**src/rtl/exu_alu_stage.sv**
```systemverilog
// exu_alu_stage
//   Execute-stage RV64I ALU. Computes the integer result (including W-form
//   ops) and the JAL/JALR link and target, then registers the payload into
//   the EX/MEM boundary behind a valid/ready handshake with one skid entry.
//
// Ports
//   clk, rst            clock (rising edge), async active-high reset
//   flush_i             discard held and incoming work
//   in_valid_i/in_ready_o   upstream handshake (in_ready_o is registered)
//   alu_op_i, word_i, specinst_i, alu_A_i, alu_B_i, pc_i, rd_i   request
//   out_valid_o/out_ready_i downstream handshake
//   result_o, target_o, redirect_o, rd_o, specinst_o         registered payload
module exu_alu_stage #(
  parameter int DATA_WIDTH = 64
) (
  input  logic                  clk,
  input  logic                  rst,
  input  logic                  flush_i,
  input  logic                  in_valid_i,
  output logic                  in_ready_o,
  input  logic [3:0]            alu_op_i,
  input  logic                  word_i,
  input  logic [2:0]            specinst_i,
  input  logic [DATA_WIDTH-1:0] alu_A_i,
  input  logic [DATA_WIDTH-1:0] alu_B_i,
  input  logic [DATA_WIDTH-1:0] pc_i,
  input  logic [4:0]            rd_i,
  output logic                  out_valid_o,
  input  logic                  out_ready_i,
  output logic [DATA_WIDTH-1:0] result_o,
  output logic [DATA_WIDTH-1:0] target_o,
  output logic                  redirect_o,
  output logic [4:0]            rd_o,
  output logic [2:0]            specinst_o
);

  localparam logic [3:0] OP_ADD  = 4'd0;
  localparam logic [3:0] OP_SUB  = 4'd1;
  localparam logic [3:0] OP_SLL  = 4'd2;
  localparam logic [3:0] OP_SLT  = 4'd3;
  localparam logic [3:0] OP_SLTU = 4'd4;
  localparam logic [3:0] OP_XOR  = 4'd5;
  localparam logic [3:0] OP_SRL  = 4'd6;
  localparam logic [3:0] OP_SRA  = 4'd7;
  localparam logic [3:0] OP_OR   = 4'd8;
  localparam logic [3:0] OP_AND  = 4'd9;

  localparam logic [2:0] SI_JAL  = 3'd1;
  localparam logic [2:0] SI_JALR = 3'd2;

  typedef struct packed {
    logic [63:0] result;
    logic [63:0] target;
    logic        redirect;
    logic [4:0]  rd;
    logic [2:0]  spec;
  } payload_t;

  function automatic logic [63:0] sext32(input logic [31:0] x);
    return {{32{x[31]}}, x};
  endfunction

  function automatic logic [63:0] op_result(input logic [3:0] op, input logic word,
                                            input logic [63:0] a, input logic [63:0] b);
    logic signed [63:0] sa;
    logic signed [63:0] sb;
    logic signed [31:0] wa;
    logic [31:0]        w_res;
    logic [63:0]        d_res;
    logic [5:0]         shamt;
    logic               word_op;
    sa      = a;
    sb      = b;
    wa      = a[31:0];
    shamt   = word ? {1'b0, b[4:0]} : b[5:0];
    // W-forms exist only for add/sub/shifts; word_i on any other op is ignored
    word_op = word && (op inside {OP_ADD, OP_SUB, OP_SLL, OP_SRL, OP_SRA});
    case (op)
      OP_ADD:  w_res = a[31:0] + b[31:0];
      OP_SUB:  w_res = a[31:0] - b[31:0];
      OP_SLL:  w_res = a[31:0] << shamt[4:0];
      OP_SRL:  w_res = a[31:0] >> shamt[4:0];
      OP_SRA:  w_res = wa >>> shamt[4:0];
      default: w_res = '0;
    endcase
    case (op)
      OP_ADD:  d_res = a + b;
      OP_SUB:  d_res = a - b;
      OP_SLL:  d_res = a << shamt;
      OP_SLT:  d_res = {63'd0, sa < sb};
      OP_SLTU: d_res = {63'd0, a < b};
      OP_XOR:  d_res = a ^ b;
      OP_SRL:  d_res = a >> shamt;
      OP_SRA:  d_res = sa >>> shamt;
      OP_OR:   d_res = a | b;
      OP_AND:  d_res = a & b;
      default: d_res = '0;
    endcase
    return word_op ? sext32(w_res) : d_res;
  endfunction

  payload_t comp;
  logic [63:0] comp_sum;
  logic        accept;

  payload_t out_q, out_d, skid_q, skid_d;
  logic     out_valid_q, out_valid_d;
  logic     skid_valid_q, skid_valid_d;
  logic     in_ready_q, in_ready_d;

  always_comb begin
    comp_sum  = alu_A_i + alu_B_i;
    comp.rd   = rd_i;
    comp.spec = specinst_i;
    if (specinst_i == SI_JAL || specinst_i == SI_JALR) begin
      comp.result   = pc_i + 64'd4;
      comp.target   = (specinst_i == SI_JALR) ? {comp_sum[63:1], 1'b0} : comp_sum;
      comp.redirect = 1'b1;
    end else begin
      comp.result   = op_result(alu_op_i, word_i, alu_A_i, alu_B_i);
      comp.target   = '0;
      comp.redirect = 1'b0;
    end
  end

  assign accept = in_valid_i && in_ready_q;

  always_comb begin
    out_d        = out_q;
    skid_d       = skid_q;
    out_valid_d  = out_valid_q;
    skid_valid_d = skid_valid_q;
    if (flush_i) begin
      out_valid_d  = 1'b0;
      skid_valid_d = 1'b0;
    end else if (!out_valid_q || out_ready_i) begin
      // OUT is free this edge: the older skid entry has priority over new input.
      // Accept and a valid skid never coincide since in_ready is low then.
      if (skid_valid_q) begin
        out_d        = skid_q;
        out_valid_d  = 1'b1;
        skid_valid_d = 1'b0;
      end else if (accept) begin
        out_d       = comp;
        out_valid_d = 1'b1;
      end else begin
        out_valid_d = 1'b0;
      end
    end else if (accept) begin
      skid_d       = comp;
      skid_valid_d = 1'b1;
    end
    in_ready_d = !skid_valid_d;
  end

  always_ff @(posedge clk or posedge rst) begin
    if (rst) begin
      out_valid_q  <= 1'b0;
      skid_valid_q <= 1'b0;
      in_ready_q   <= 1'b1;
      out_q        <= '0;
      skid_q       <= '0;
    end else begin
      out_valid_q  <= out_valid_d;
      skid_valid_q <= skid_valid_d;
      in_ready_q   <= in_ready_d;
      out_q        <= out_d;
      skid_q       <= skid_d;
    end
  end

  assign in_ready_o  = in_ready_q;
  assign out_valid_o = out_valid_q;
  assign result_o    = out_q.result;
  assign target_o    = out_q.target;
  assign redirect_o  = out_valid_q & out_q.redirect;
  assign rd_o        = out_q.rd;
  assign specinst_o  = out_q.spec;

endmodule

```
**config.mk**
```make
export PLATFORM = sky130hd
export DESIGN_NAME = exu_alu_stage
export DESIGN_NICKNAME = d
export VERILOG_FILES = /design/src/rtl/exu_alu_stage.sv
export SDC_FILE = /design/constraint.sdc
export NUM_CORES = 2
export LEC_CHECK = 0
export CELL_PAD_IN_SITES_DETAIL_PLACEMENT = 0
export CELL_PAD_IN_SITES_GLOBAL_PLACEMENT = 1
export CORE_ASPECT_RATIO = 0.7
export CORE_MARGIN = 5
export CORE_UTILIZATION = 30
export DETAILED_ROUTE_END_ITERATION = 7
export MAX_ROUTING_LAYER = met4
export PLACE_DENSITY = 0.66
export RECOVER_POWER = 50
export SLEW_MARGIN = 20
export SYNTH_ARGS = -nofsm -noshare
export SYNTH_HDL_FRONTEND = slang
export SYNTH_SLANG_ARGS = --single-unit
```
**constraint.sdc**
```tcl
create_clock -name clk -period 15.5 [get_ports clk]
set_clock_uncertainty 0.05 [all_clocks]
set_input_delay 1.55 -clock clk [delete_from_list [all_inputs] [get_ports clk]]
set_output_delay 1.55 -clock clk [all_outputs]
set_load 0.02 [all_outputs]
```
==> impl_table.tex <==
\begin{tabular}{lr}
\hline
Metric & Value \\
\hline
\multicolumn{2}{l}{\textbf{Status}} \\
\quad Run status & finished with violations \\
\quad Violations in the final reports & max-capacitance violations, max-slew violations \\
\multicolumn{2}{l}{\textbf{Job}} \\
\quad Max Cap Viol & 5 \\
\multicolumn{2}{l}{\textbf{Synthesis}} \\
\quad Yosys top cell by area & sky130\_fd\_sc\_hd\_\_dfrtp\_1 \\
\quad Synth Register Bits & 277 \\
\quad Number of distinct library cell variants in the gate-level netlist after synthesis & 102 \\
\quad Syn Inst Count & approximately 5,200 \\
\quad Average footprint of a synthesized cell & 7.55 sq um \\
\quad Post-Syn Nets & 5,624 \\
\quad Count of synthesis-stage warnings from yosys & 0 \\
\quad Main area contributors after synthesis & sky130\_fd\_sc\_hd\_\_dfrtp\_1 (18\%), sky130\_fd\_sc\_hd\_\_mux4\_2 (9.9\%), sky130\_fd\_sc\_hd\_\_ha\_1 (7.2\%), sky130\_fd\_sc\_hd\_\_nand2\_1 (6.1\%), sky130\_fd\_sc\_hd\_\_a21oi\_1 (5.7\%) \\
\quad Share of async-settable or async-resettable flops after synthesis & 100\% \\
\quad Summed instance area of the synthesized netlist & roughly 39,000 sq um \\
\quad EDFF count, synth & 0 \\
\quad Fraction of synthesized cell area taken by the top area cell type & between 10\% and 20\% \\
\quad Register area share after synthesis & between 15 and 20\% \\
\quad Most common flop cell mapped by yosys & sky130\_fd\_sc\_hd\_\_dfrtp\_1 \\
\multicolumn{2}{l}{\textbf{Place}} \\
\quad PortBufs & about 350 \\
\quad Dpl hpwl & 186,000 microns \\
\quad Worst setup timing slack at the placement stage & roughly 6.7 ns \\
\quad GPL Wtd Cong & 1.05 \\
\multicolumn{2}{l}{\textbf{Clock tree}} \\
\quad Total clock buffers created by CTS & 23 \\
\quad Clock Tree Root & sky130\_fd\_sc\_hd\_\_clkbuf\_16 \\
\quad Number of clock sinks seen by CTS & 277 \\
\quad Number of gates resized after cts & 0 \\
\quad Hold bufs inserted after CTS & 0 \\
\quad Clock tree from TritonCTS & yes \\
\quad Buffer depth of the longest clock path & 3 \\
\quad Max H-tree Level & 1 \\
\quad Post-CTS Repair Setup Buffers & 0 \\
\quad Later-pin clock latency in the skew report & 0.56 ns \\
\quad Clock input transition at the sequential cells of the worst setup and hold paths & 0.09 ns \\
\multicolumn{2}{l}{\textbf{STA}} \\
\quad Pin slew with the least headroom to its limit & roughly 4.2 ns \\
\quad Normalized max-slew margin & -182\% \\
\quad Max frequency & 119 MHz \\
\quad Post-Route Setup TNS & 0 ns \\
\quad Total of endpoints with negative setup slack in the final report & 0 \\
\quad Total count of hold-check failures in the final report & 0 \\
\quad Post-layout min period & 8.43 ns \\
\quad Unrepaired setup endpoints after global routing & false \\
\quad Post-route worst setup slack & between 7 and 8 ns \\
\quad Tcrit/Tclk final & 54.4\% \\
\quad Max-slew violation total from the final report & 363 \\
\multicolumn{2}{l}{\textbf{Power and ir drop}} \\
\quad Share of total power consumed by net switching & 47.2\% \\
\quad Power, Total & 3.39 mW \\
\quad Switching pwr & 1.60 mW \\
\quad Relative contribution of combinational cells to total power & 53.5\% \\
\quad Leak & 17.7 nW \\
\quad Part of the total power dissipated in sequential elements & between 20\% and 30\% \\
\quad Worst supply voltage drop on vdd & 73.6 uV \\
\quad Power density relative to cell area & between 70 and 80 nW/um\^{}2 \\
\quad Internal & about 1.8 mW \\
\quad Clk network pwr share & $\sim$19\% \\
\multicolumn{2}{l}{\textbf{Setup path}} \\
\quad Crit Path Category & primary input to flop \\
\quad Startpoint Class & primary input \\
\quad Sort of element at the end of the critical path & flop \\
\quad Max Fanout on Critical Path & 33 \\
\quad Data arrival, critical path & 8.87 ns \\
\quad Required @ worst endpoint & 15.94 ns \\
\multicolumn{2}{l}{\textbf{Floorplanning}} \\
\quad Io pins & 349 \\
\quad Die outline height & roughly 310 microns \\
\quad Die X & 442 microns \\
\quad FP Rows & 110 \\
\quad Initial Util & 30.3\% \\
\quad Area of the core & 129,000 sq um \\
\quad Die Area & between 100,000 and 150,000 sq um \\
\multicolumn{2}{l}{\textbf{Min path}} \\
\quad Class of the tightest hold or removal check & flop to flop \\
\multicolumn{2}{l}{\textbf{Detailed routing}} \\
\quad Drt via density & 6.26 \\
\quad ANT nets after route & 0 \\
\quad Met2 routed WL & 99,800 microns \\
\quad Vias after detailed routing & 43,300 \\
\quad DRC viols & 0 \\
\quad Routed wire length per instance & $\sim$34 microns \\
\quad M1 WL & around 100,000 microns \\
\quad DR iter-0 viols & about 6,500 \\
\quad Uppermost routed layer & met4 \\
\quad Total wirelength of the detailed-routed design & 237,000 microns \\
\quad Met3 wire length & 23,700 microns \\
\quad Drt first pass iters & 6 \\
\multicolumn{2}{l}{\textbf{Global route}} \\
\quad Gr ovfl total & 0 \\
\quad Maximum number of pins on one net before global-route repair & 100 \\
\quad Global Route Usage Sum & 33.5\% \\
\quad Initial antenna violation count & 21 \\
\quad Vias in the first global route & 40,300 \\
\quad Wire length of the first global-routing pass & 328,000 microns \\
\multicolumn{2}{l}{\textbf{Layout}} \\
\quad Fraction of layout instances using a drive strength above 1 & about a tenth \\
\quad Final nets & 5,579 \\
\quad Layout-stage area growth over the synthesis result & 12.3\% \\
\quad Count of fill cells added during filler insertion & 14,000 \\
\quad Multi-input gate area in the final layout & 28,700 sq um \\
\quad Storage cell area & 6940 sq um \\
\hline
\end{tabular}
==> stage by stage <==
step / hold slack (ns) / util, % / std cells / area (sq um)
3_3_place_gp: 0.401 / 33.4 / 6852 / 43200
3_5_place_dp: 0.405 / 33.4 / 6852 / 43200
4_1_cts: 0.427 / 34.0 / 6894 / 43900
6_report: 0.422 / 34.0 / 6911 / 43900
5_1_grt: 0.442 / 34.0 / 6908 / 43900
2_1_floorplan: 0.383 / - / 5186 / 39100
==> path summary, 6_finish.rpt <==
check                        startpoint      endpoint  slack (ns)  cells after the start
hold / removal               skid_q[97]    skid_q[97]        0.42                      2
setup reg to reg           skid_valid_q       rd_o[1]       10.68                      5
max in group asynchronous           rst  target_o[24]        7.80                      3
hold reg to reg              skid_q[97]    skid_q[97]        0.42                      2
setup / recovery             alu_B_i[2]  result_o[34]        7.07                     21
min in group asynchronous           rst    skid_q[67]        2.64                      2
==> cell usage in the layout (no fill, tap or decap), drive strengths merged, types with 52 or more instances in the layout <==
| master | synthesis | layout |
|---|---|---|
| nor2 | 503 | 503 |
| clkdlybuf4s50 | 0 | 221 |
| o21a | 56 | 56 |
| nand3 | 113 | 113 |
| a221oi | 52 | 52 |
| xor2 | 58 | 58 |
| and3 | 69 | 69 |
| nor3 | 99 | 99 |
| a21oi | 444 | 444 |
| inv | 221 | 221 |
| buf | 270 | 139 |
| o31ai | 85 | 85 |
| a211oi | 58 | 58 |
| ha | 225 | 225 |
| xnor2 | 144 | 144 |
| mux4 | 172 | 172 |
| nand2 | 634 | 634 |
| o211ai | 77 | 77 |
| dlygate4sd3 | 0 | 121 |
| mux2i | 106 | 106 |
| o21ai | 440 | 440 |
| dfrtp | 276 | 276 |
==> final cells by class <==
cell class	count	area share, %
clock inverters	13	0.290
diodes	17	0.0968
well taps	1736	4.94
clock buffers	29	1.43
inverters	230	1.98
flip-flops and latches	277	15.8
multi-input cells	4125	65.2
repair buffers	484	10.2
==> synth_stat cells, drive strengths merged, types with 11 or more instances <==
library cell  count
a2111oi          16
a211o            15
a211oi           58
a21o             49
a21oi           444
a221o            17
a221oi           52
a22o             11
a22oi            40
a311oi           13
a31oi            48
and2             27
and3             69
buf             270
clkbuf          284
dfrtp           276
ha              225
inv             221
mux2             44
mux2i           106
mux4            172
nand2           634
nand2b           30
nand3           113
nand4            49
nor2            503
nor2b            30
nor3             99
nor4             40
o211ai           77
o21a             56
o21ai           440
o21bai           35
o221ai           37
o22ai            34
o311ai           21
o31a             13
o31ai            85
o41ai            13
or2              22
or3              37
or4              11
xnor2           144
xor2             58
==> worst max-delay path: stages <==
cell and delay [ns]:
sky130_fd_sc_hd__buf_4 0.25, sky130_fd_sc_hd__or2_2 0.51, sky130_fd_sc_hd__nor2_1 0.67, sky130_fd_sc_hd__nand3_1 0.33, sky130_fd_sc_hd__nor3b_1 0.26, sky130_fd_sc_hd__buf_4 0.21
sky130_fd_sc_hd__nand2_1 0.09, sky130_fd_sc_hd__o31ai_1 0.26, sky130_fd_sc_hd__xnor2_1 0.11, sky130_fd_sc_hd__ha_1 0.38, sky130_fd_sc_hd__nand2_1 0.10, sky130_fd_sc_hd__o21ai_0 0.40
sky130_fd_sc_hd__nor2_1 0.10, sky130_fd_sc_hd__a22oi_1 0.39, sky130_fd_sc_hd__nand3_1 0.22, sky130_fd_sc_hd__a211oi_1 0.64, sky130_fd_sc_hd__mux2i_1 0.72, sky130_fd_sc_hd__or2_1 0.80
sky130_fd_sc_hd__nor2_1 0.28, sky130_fd_sc_hd__a221o_1 0.41, sky130_fd_sc_hd__o21ai_1 0.14
==> per-layer routing <==
metal  track usage (%)  up-vias
met5                 -        -
met4              9.31        0
met3              7.29      295
met2              48.3     2593
met1              47.2    21600
li1                  -    18800
==> flip-flops by register name, indices dropped and copies added (netlist names) <==
signal        count
skid_q          137
result_o         64
target_o         64
rd_o              5
specinst_o        3
in_ready_o        1
out_q             1
out_valid_o       1
skid_valid_q      1
==> power groups by stage <==
stage	sequential, mW	combinational (mW)	clock, mW
floorplan	0.922	1.10	0
global placement	0.963	1.78	0
detailed placement	0.965	1.77	0
CTS	0.952	1.78	0.637
global route	0.965	1.89	0.669
finish	0.951	1.81	0.625
==> cell families (layout without fill, tap and decap cells) <==
logic type / after synthesis / after routing / synth area share (%)
AND/OR/NAND/NOR: 1698 / 1698 / 19.6
AO/OA/AOI/OAI: 1675 / 1675 / 27.5
buffers and inverters: 784 / 756 / 9.38
multiplexers: 322 / 322 / 13.9
flip-flops: 277 / 277 / 17.7
adder cells (fa/ha/maj): 228 / 228 / 7.35
XOR/XNOR: 202 / 202 / 4.54
other: 0 / 17 / 0
Power figures use the tool's default switching activity.
